--- config.mk ---
export PLATFORM = sky130hd
export DESIGN_NAME = frame_minmax_tracker
export DESIGN_NICKNAME = d
export VERILOG_FILES = /design/src/rtl/cmp_pkg.sv /design/src/rtl/eight_bit_comparator.sv /design/src/rtl/frame_minmax_tracker.sv
export SDC_FILE = /design/constraint.sdc
export NUM_CORES = 1
export LEC_CHECK = 0
export ABC_AREA = 1
export CORE_ASPECT_RATIO = 1.1
export CORE_MARGIN = 5
export CORE_UTILIZATION = 63
export DETAILED_ROUTE_END_ITERATION = 8
export DONT_BUFFER_PORTS = 1
export GPL_TIMING_DRIVEN = 0
export PLACE_DENSITY = 0.79
export SLEW_MARGIN = 20
export SYNTH_ARGS = -nofsm -noshare
export SYNTH_HDL_FRONTEND = slang
export SYNTH_SLANG_ARGS = --single-unit
--- constraint.sdc ---
create_clock -name clk -period 2.4 [get_ports clk]
set_input_delay 0.36 -clock clk [delete_from_list [all_inputs] [get_ports clk]]
set_output_delay 0.36 -clock clk [all_outputs]
set_load 0.02 [all_outputs]
--- src/rtl/cmp_pkg.sv ---
// Shared definitions for the comparator-based min/max tracking stage.
package cmp_pkg;
    localparam int DATA_W = 8;

    typedef enum logic [1:0] {
        ST_IDLE,
        ST_CMP_MIN,
        ST_CMP_MAX,
        ST_OUT
    } tracker_state_t;
endpackage

--- src/rtl/eight_bit_comparator.sv ---
// Combinational unsigned magnitude comparator: exactly one of lt/eq/gt is set.
module eight_bit_comparator
    import cmp_pkg::*;
(
    input  logic [DATA_W-1:0] A,
    input  logic [DATA_W-1:0] B,
    output logic              lt,
    output logic              eq,
    output logic              gt
);
    assign lt = (A <  B);
    assign eq = (A == B);
    assign gt = (A >  B);
endmodule

--- src/rtl/frame_minmax_tracker.sv ---
// Per-frame min/max/new-max tracker sharing one comparator across two compare cycles.
module frame_minmax_tracker
    import cmp_pkg::*;
#(
    parameter int FRAME_LEN = 8,
    parameter int CNT_W     = $clog2(FRAME_LEN + 1)
) (
    input  logic              clk,
    input  logic              rst_n,
    input  logic              in_valid,
    output logic              in_ready,
    input  logic [DATA_W-1:0] in_data,
    output logic              out_valid,
    input  logic              out_ready,
    output logic [DATA_W-1:0] out_min,
    output logic [DATA_W-1:0] out_max,
    output logic [CNT_W-1:0]  out_new_max
);
    tracker_state_t    state_q, state_d;
    logic [CNT_W-1:0]  count_q, count_d;
    logic [CNT_W-1:0]  nm_q, nm_d;
    logic [DATA_W-1:0] sample_q, sample_d;
    logic [DATA_W-1:0] min_q, min_d;
    logic [DATA_W-1:0] max_q, max_d;
    logic [DATA_W-1:0] cmp_b;
    logic              cmp_lt, cmp_eq, cmp_gt;

    // Operand B follows the state so one comparator serves both min and max checks.
    assign cmp_b = (state_q == ST_CMP_MAX) ? max_q : min_q;

    eight_bit_comparator u_cmp (
        .A  (sample_q),
        .B  (cmp_b),
        .lt (cmp_lt),
        .eq (cmp_eq),
        .gt (cmp_gt)
    );

    assign in_ready    = (state_q == ST_IDLE);
    assign out_valid   = (state_q == ST_OUT);
    assign out_min     = min_q;
    assign out_max     = max_q;
    assign out_new_max = nm_q;

    always_ff @(posedge clk or negedge rst_n) begin
        if (!rst_n) begin
            state_q  <= ST_IDLE;
            count_q  <= '0;
            nm_q     <= '0;
            sample_q <= '0;
            min_q    <= '0;
            max_q    <= '0;
        end else begin
            state_q  <= state_d;
            count_q  <= count_d;
            nm_q     <= nm_d;
            sample_q <= sample_d;
            min_q    <= min_d;
            max_q    <= max_d;
        end
    end

    always_comb begin
        state_d  = state_q;
        count_d  = count_q;
        nm_d     = nm_q;
        sample_d = sample_q;
        min_d    = min_q;
        max_d    = max_q;
        case (state_q)
            ST_IDLE: begin
                if (in_valid) begin
                    sample_d = in_data;
                    count_d  = count_q + 1'b1;
                    if (count_q == '0) begin
                        // First sample seeds both extremes; nothing to compare against yet.
                        min_d   = in_data;
                        max_d   = in_data;
                        nm_d    = '0;
                        state_d = (FRAME_LEN == 1) ? ST_OUT : ST_IDLE;
                    end else begin
                        state_d = ST_CMP_MIN;
                    end
                end
            end
            ST_CMP_MIN: begin
                if (!cmp_eq && cmp_lt) min_d = sample_q;
                state_d = ST_CMP_MAX;
            end
            ST_CMP_MAX: begin
                if (!cmp_eq && cmp_gt) begin
                    max_d = sample_q;
                    nm_d  = nm_q + 1'b1;
                end
                state_d = (count_q == CNT_W'(FRAME_LEN)) ? ST_OUT : ST_IDLE;
            end
            ST_OUT: begin
                if (out_ready) begin
                    state_d = ST_IDLE;
                    count_d = '0;
                end
            end
            default: state_d = ST_IDLE;
        endcase
    end
endmodule

==> flow_summary.ini, run 1 <==
[outcome]
status = complete, no violations

[detailed_routing]
drt_wl_total_um = 4761
ant_nets = 0
vias = 1765
via_per_inst = 5.787
routedWlPerCell_um = 15.61
drtIter0Drc = 99
firstDrtPassIters = 4
drc = 0

[synthesis]
synth_area_leaders = dfrtp_1, nand2_1, ha_1
syn_avg_cell_area_um2 = 7.983
synth_edf_count = 0
synth_top_area_share_pct = 41.79
synth_fp_nets = 278
synth_cells = 255
synth_top_flop_cell = dfrtp_1
syn_area_um2 = 2036
synth_cell_type_count = 28
synth_async_sr_flop_share_pct = 100.0
ys_seq_area_share_pct = 41.79
synth_seq_cells = 34
ys_warn_count = 0
yosysTopAreaCell = dfrtp_1

[sta]
slew_violations = 0
tns_ns = 0
fmax_mhz = 447.6
hold_violations = 0
max_slew.worst_pin.slew_ns = 0.3773
max_slew_margin_pct = 74.79
fin_skew_ns = 0.01187
final.min_clock_period_ns = 2.234
finalSetupViolations = 0
fin_crit_sh_pct = 93.08

[finish]
antenna_cells = 0
final_common_cell = nand2_1
final_cell_mix = nand2_1, dfrtp_1, nand3_1
drive_above_1_share_pct = 14.39
area_growth_pct = 11.43
nets = 293
fin_area_um2 = 2268
fin_cells = 305
post-route-util_pct = 73.79

[grt]
grt_pass1_wl_um = 7645
gr-total-overflow = 0
grt_max_degree = 35
first_global_vias = 1592
grt_antenna_before_repair = 0
grt_util_all_layers_pct = 21.82

[clock_network]
clock-sinks = 34
cts_buffer_depth = 2
clk_latency_ns = 0.35
cts_tree = built
clockRootBuffer = clkbuf_4
h-tree-depth = 2
clk_pin_slew_ns = 0.11
numCtsBuffers = 5

[worst_hold_path]
hold_path_class = in -> reg

[floorplanning]
coreArea_um2 = 3074
die-width_um = 64.20
rows = 21
die_h_um = 69.62
start_util_pct = 66.22
fp.dieArea_um2 = 4470
io_pins = 34

[critical_path]
crit_required_ns = 2.64
cp-start-kind = flop
end_kind = flop
worstSetupPathType = reg -> reg
path_max_fanout = 17
critical_path_arrival_ns = 2.47

[placement]
placed_area_um2 = 2078
hpwl_um = 3236
placed_cells = 289
port_buffers = 0
gp_congestion = 0.8163

[power]
worst_ir_drop_vdd_v = 0.001156
p_per_area_nw_per_um2 = 1630
p_leak_nw = 1.235

[run]
maxCapViolations = 0
## worst paths after layout
kind | start | endpoint | slack, ns | cells past startpoint
max in group asynchronous | rst_n | out_min[5] | 1.76 | 2
min in group asynchronous | rst_n | out_min[2] | 0.45 | 2
worst max-delay path | state_q[0] | out_max[2] | 0.17 | 16
worst min register to register | sample_q[0] | sample_q[0] | 0.57 | 2
worst max register to register | state_q[0] | out_max[2] | 0.17 | 16
worst min-delay path | out_ready | count_q[3] | 0.09 | 1
## cell families (layout without fill, tap and decap cells)
logic type / after synthesis / after routing / synth area share (%)
AOI/OAI and AO/OA: 37 / 37 / 10.76
xor gates and xnor gates: 2 / 2 / 0.8606
adders and majority gates: 11 / 11 / 6.761
buffers and inverters: 33 / 49 / 8.666
DFF: 34 / 34 / 41.79
muxes: 7 / 7 / 3.442
and+or+nand+nor: 131 / 131 / 27.72
## state kept, by name, summed over array words and instances (netlist names)
name and flops:
out_max 8, out_min 8, sample_q 8, count_q 4, out_new_max 4, state_q 2
## routing by layer
| layer | GRT usage [%] | part of all wire, % | up-vias |
|---|---|---|---|
| li1 | - | - | 860 |
| met1 | 27.98 | 41 | 803 |
| met2 | 35.08 | 48 | 90 |
| met3 | 5.997 | 9.8 | 12 |
| met4 | 7.466 | 1.3 | 0 |
| met5 | 0 | 0 | - |
## worst max-delay path: stages, from the launching register on
cell and delay, ns:
dfrtp_1 0.39, inv_2 0.07, nand2_2 0.12, buf_12 0.17, mux2i_2 0.25, ha_1 0.28, nand2_1 0.09, inv_1 0.04
nand2_1 0.05, nand2_1 0.04, nand2_1 0.07, nand2_1 0.05, nand2_1 0.08, nand2_2 0.08, buf_4 0.19, nand3_1 0.07
nand2_1 0.07
## through the flow
stage / hold slack [ns] / setup WS [ns] / power (mW)
detailed placement: 0.06504 / -0.2081 / 3.046
CTS: 0.08204 / 0.04061 / 3.502
global placement: 0.06516 / -0.1575 / 2.972
global route: 0.08040 / -0.009516 / 4.014
floorplan: 0.06441 / 0.2359 / 2.593
finish: 0.08663 / 0.1660 / 3.698
## synthesized netlist by cell type (2+ instances only)
cell	number
nor2_1	18
buf_4	3
inv_2	2
nand2_4	2
buf_6	5
ha_1	11
o21ai_1	3
nand3_1	27
o21ai_0	17
a21oi_1	12
nand2_2	4
dfrtp_1	34
nand2_1	76
inv_1	21
mux2i_1	7
## timing repair
| item | CTS | global route |
|---|---|---|
| pin swaps | 0 | 1 |
| hold buffers | 2 | 0 |
| endpoints found under the hold margin | 34 | 0 |
| endpoints found under the setup margin | 18 | 18 |
| setup buffers | 0 | 7 |
| gates resized for setup | 2 | 4 |
## area by class of cell
cell class              count  area, um^2
inverters                  24       92.59
clock buffers               5       37.54
multi-input cells         188        1025
fillers                   237       805.8
plain buffers               8       85.08
repair buffers              9       95.09
clock inverters             3       40.04
flip-flops and latches     34       850.8
well taps                  34       42.54
## report_power, final
group	leakage, nW	total (mW)	switching (mW)	internal [mW]
clock network	0.0450	0.424	0.209	0.216
logic	0.774	2.07	1.25	0.818
registers	0.416	1.20	0.373	0.832
No activity file was read; power rests on OpenSTA's default activity.
==> inputs of run 2 (changes only) <==
--- a/config.mk
+++ b/config.mk
@@ -8,11 +8,11 @@
 export ABC_AREA = 1
 export CORE_ASPECT_RATIO = 1.1
 export CORE_MARGIN = 5
-export CORE_UTILIZATION = 63
+export CORE_UTILIZATION = 61
 export DETAILED_ROUTE_END_ITERATION = 8
 export DONT_BUFFER_PORTS = 1
 export GPL_TIMING_DRIVEN = 0
-export PLACE_DENSITY = 0.79
+export PLACE_DENSITY = 0.77
 export SLEW_MARGIN = 20
 export SYNTH_ARGS = -nofsm -noshare
 export SYNTH_HDL_FRONTEND = slang
==> flow_summary.ini, run 2 (synthesized netlist as in run 1, its figures left out) <==
[outcome]
status = complete, no violations

[clock_network]
h-tree-depth = 2
numCtsBuffers = 5
clockRootBuffer = clkbuf_4
clock-sinks = 34
clk_latency_ns = 0.33
clk_pin_slew_ns = 0.09
cts_tree = built
cts_buffer_depth = 2

[floorplanning]
rows = 22
die-width_um = 65.08
start_util_pct = 62.15
io_pins = 34
die_h_um = 70.59
coreArea_um2 = 3276
fp.dieArea_um2 = 4594

[grt]
gr-usage-met3_pct = 6.825
use_met1_pct = 24.95
first_global_vias = 1709
gr-total-overflow = 0
grt-busiest-layer = met2
grt_util_met2_pct = 38.18
grt_max_degree = 35
grt_pass1_wl_um = 7734
grt_antenna_before_repair = 0
grt_util_all_layers_pct = 21.93

[placement]
hpwl_um = 3143
port_buffers = 0
gp_congestion = 0.8047
placed_cells = 291
placed_area_um2 = 2081
place_ws_ns = -0.1222

[critical_path]
rr_endpoint = out_max[0]
end_kind = flop
path_max_fanout = 10
worstSetupPathType = reg -> reg
timing.rr.start = state_q[0]
crit_required_ns = 2.63
critical_path_arrival_ns = 2.44
rr_worst_depth = 17
cp-start-kind = flop
ff2ff_setup_slack_ns = 0.18

[finish]
area_growth_pct = 10.14
antenna_cells = 0
nets = 291
drive_above_1_share_pct = 12.69
fin_area_um2 = 2242
final_cell_mix = nand2_1, dfrtp_1, nand3_1
final_common_cell = nand2_1
fin_cells = 304

[worst_hold_path]
hold_path_class = in -> reg
hp-start = out_ready
whs_endpoint = count_q[3]
hold-path-cell-count = 1

[power]
p_leak_nw = 1.216
worst_ir_drop_vdd_v = 0.0007669
p_per_area_nw_per_um2 = 1546

[detailed_routing]
drt_wl_total_um = 4625
firstDrtPassIters = 4
vias = 1723
ant_nets = 0
drc = 0
drtIter0Drc = 117
routedWlPerCell_um = 15.21
via_per_inst = 5.668

[sta]
rsz0062_at_grt = false
slew_violations = 0
finalSetupViolations = 0
final.min_clock_period_ns = 2.215
max_slew_margin_pct = 76.89
hold_violations = 0
fin_crit_sh_pct = 92.31
max_slew.worst_pin.slew_ns = 0.3458
fmax_mhz = 451.4
worst_slack_ns = 0.1847
fin_skew_ns = 0.005558

[run]
maxCapViolations = 0
-- run 2: cell types whose count changed in the layout (fill, tap and decap cells not counted), sizes merged --
cell,before,now
buf,16,13
clkbuf,5,8
clkinv,2,0
bufinv,1,0
-- run 2: worst max path at each step --
| stage | from | end | slack (ns) | depth (start not counted) |
|---|---|---|---|---|
| after global placement | state_q[1] | out_min[0] | -0.1 | 13 |
| after CTS | state_q[0] | out_new_max[1] | 0.07 | 17 |
| final | state_q[0] | out_max[0] | 0.18 | 17 |
| after detailed placement | state_q[0] | out_min[0] | -0.12 | 14 |
| after global routing | state_q[0] | out_new_max[2] | 0.002 | 17 |
| after floorplan | state_q[0] | out_new_max[0] | 0.24 | 16 |
-- run 2: final cells by class --
type	instances	area [um^2]
inverter	24	92.59
timing repair buffer	7	85.08
clock buffer	7	45.04
multi-input combinational	188	1039
fill	269	1033
tap	36	45.04
sequential	34	850.8
buffer	8	85.08
-- run 2: report_power, final --
group          internal [mW]  switching, mW  total [mW]
combinational          0.750           1.21        1.96
clock                  0.110          0.180       0.290
sequential             0.832          0.388        1.22
total                   1.69           1.77        3.47
-- run 2: timing repair --
item / 4_1_cts / 5_1_grt
cloned: 0 / 1
endpoints found under the hold margin: 34 / 0
hold buffers: 2 / 0
setup buffers: 0 / 4
pin swaps: 0 / 1
endpoints found under the setup margin: 18 / 18
gates resized for setup: 2 / 6
-- run 2: layer usage --
layer  wire, um  vias to the layer above
met4         86                        0
li1           -                      857
met2       2414                       49
met3        300                       12
met5          0                        -
met1       1824                      805
-- run 2: through the flow --
step / power (mW) / hold slack, ns / utilization [%] / setup TNS (ns)
detailed placement: 3.006 / 0.06517 / 63.52 / -1.174
floorplan: 2.593 / 0.06441 / - / 0
global route: 3.817 / 0.09062 / 68.45 / 0
finish: 3.466 / 0.1063 / 68.45 / 0
global placement: 2.959 / 0.06526 / 63.52 / -0.7224
CTS: 3.343 / 0.09589 / 65.89 / 0
-- run 2: worst max-delay path: stages, from the launching register on --
cell and delay [ns]:
dfrtp_1 0.40, inv_2 0.11, nand2_4 0.10, buf_12 0.17, mux2i_4 0.18, ha_1 0.30
nand2_1 0.07, inv_1 0.05, nand2_1 0.05, nand2_1 0.05, nand2_1 0.06, nand2_1 0.07
nand2_1 0.08, nand2_2 0.10, nand2_2 0.07, buf_6 0.15, nand2_1 0.06, nand2_1 0.05
==> inputs of run 3 (changes only) <==
==> constraint.sdc (replaced) <==
create_clock -name clk -period 2.4 [get_ports clk]
set_input_delay 0.36 -clock clk [delete_from_list [all_inputs] [get_ports clk]]
set_output_delay 0.36 -clock clk [all_outputs]
set_load 0.005 [all_outputs]
==> flow_summary.ini, run 3 (synthesized netlist as in run 1, its figures left out) <==
[finish]
fin_area_um2 = 2212
drive_above_1_share_pct = 12.36
antenna_cells = 0
area_growth_pct = 8.666
nets = 290
final_cell_mix = nand2_1, dfrtp_1, nand3_1
final_common_cell = nand2_1

[critical_path]
worstSetupPathType = reg -> reg
critical_path_arrival_ns = 2.44
cpMostUsedCell = nand2_1
path_cells = inv_2 -> nand2_2 -> buf_12 -> mux2i_4 -> ha_1 -> nand2_1 -> inv_1 -> nand2_1 -> nand2_1 -> nand2_1 -> nand2_1 -> nand2_1 -> nand2_2 -> nand2_2 -> buf_6 -> nand2_1 -> nand2_1
worst-path-buf-inv = 4
worst_path_max_delay_cell = dfrtp_1
crit_required_ns = 2.63
cp-start-kind = flop
critical_path.top_delay_family = simple AND/OR/NAND/NOR gates
path_max_fanout = 16
max_stage_delay_ns = 0.41
end_kind = flop

[sta]
rsz0062_at_grt = false
worst_slack_ns = 0.1852
finalSetupViolations = 0
tns_ns = 0
whs_ns = 0.1054
slew_violations = 0
final.min_clock_period_ns = 2.215
fin_crit_sh_pct = 92.28
fmax_mhz = 451.5
max_slew.worst_pin.slew_ns = 0.3315
max_slew_margin_pct = 77.84
hold_violations = 0
fin_skew_ns = 0.002253

[detailed_routing]
ant_nets = 0
drt_wl_total_um = 4509
vias = 1704
via_per_inst = 5.624
firstDrtPassIters = 5
routedWlPerCell_um = 14.88
drc = 0
drtIter0Drc = 131

[power]
p_leak_nw = 1.198
power.switching_mw = 1.571
worst_ir_drop_vdd_v = 0.0007926
swShare_pct = 48.54
intPower_mw = 1.666
combPwrFrac_pct = 58.3
p_seq_share_pct = 32.7
p_per_area_nw_per_um2 = 1463
p_clk_share_pct = 9.0

[grt]
gr-total-overflow = 0
grt_max_degree = 35
first_global_vias = 1709
grt_pass1_wl_um = 7734
grt_antenna_before_repair = 0
grt_util_all_layers_pct = 21.93

[placement]
port_buffers = 0
gp_congestion = 0.8047
placed_area_um2 = 2081
hpwl_um = 3143
place_ws_ns = -0.1217

[clock_network]
cts_tree = built
clk_latency_ns = 0.33
h-tree-depth = 2
clockRootBuffer = clkbuf_4
numCtsBuffers = 5
clk_pin_slew_ns = 0.10
clock-sinks = 34
cts_buffer_depth = 2

[floorplanning]
die_h_um = 70.59
io_pins = 34
die-width_um = 65.08
fp.dieArea_um2 = 4594
coreArea_um2 = 3276
rows = 22
start_util_pct = 62.15

[worst_hold_path]
hold_path_class = in -> reg

[run]
maxCapViolations = 0

[outcome]
status = complete, no violations
[run 3: final timing paths]
kind / startpoint / endpoint / slack, ns / cells past startpoint
max in group asynchronous: rst_n / out_max[6] / 1.76 / 2
worst max-delay path: state_q[0] / out_new_max[1] / 0.19 / 17
worst min register to register: out_max[7] / out_max[7] / 0.53 / 2
min in group asynchronous: rst_n / out_max[1] / 0.47 / 2
worst max register to register: state_q[0] / out_new_max[1] / 0.19 / 17
worst min-delay path: out_ready / count_q[3] / 0.11 / 1
[run 3: metrics by stage]
step | utilization, % | total power [mW] | instances
after floorplan | - | 2.420 | 255
after global placement | 63.52 | 2.786 | 291
after detailed placement | 63.52 | 2.833 | 291
after CTS | 65.89 | 3.171 | 299
after global routing | 67.53 | 3.598 | 303
final | 67.53 | 3.236 | 303
[run 3: layout make-up]
class,instances,area (um^2)
multi-input combinational,188,1033
timing repair buffer,6,60.06
tap,36,45.04
sequential,34,850.8
fill,270,1064
inverter,24,92.59
clock buffer,7,45.04
buffer,8,85.08
[run 3: power groups by stage]
stage | Sequential [mW] | Clock (mW) | Combinational [mW]
2_1_floorplan | 1.01 | 0 | 1.41
3_5_place_dp | 1.07 | 0 | 1.77
4_1_cts | 1.05 | 0.300 | 1.82
5_1_grt | 1.09 | 0.335 | 2.17
6_report | 1.06 | 0.291 | 1.89
3_3_place_gp | 1.06 | 0 | 1.73
[run 3: worst register-to-register path, stage by stage (launching register included)]
cell and delay (ns):
dfrtp_1 0.41, inv_2 0.09, nand2_2 0.11, buf_12 0.18, mux2i_4 0.19, ha_1 0.30
nand2_1 0.06, inv_1 0.05, nand2_1 0.05, nand2_1 0.05, nand2_1 0.07, nand2_1 0.07
nand2_1 0.08, nand2_2 0.10, nand2_2 0.07, buf_6 0.15, nand2_1 0.06, nand2_1 0.06
[run 3: per-layer routing]
| metal | up-vias | global-route usage [%] | wire length, um |
|---|---|---|---|
| li1 | 852 | - | - |
| met2 | 51 | 38.18 | 2328 |
| met4 | 0 | 8.525 | 93 |
| met5 | - | 0 | 0 |
| met3 | 10 | 6.825 | 334 |
| met1 | 791 | 24.95 | 1753 |
[run 3: what timing repair did]
action / 4_1_cts / 5_1_grt
hold buffers: 2 / 0
endpoints found under the hold margin: 34 / 0
pin swaps: 0 / 1
resized for setup: 2 / 5
endpoints found under the setup margin: 18 / 18
buffers inserted: 0 / 4
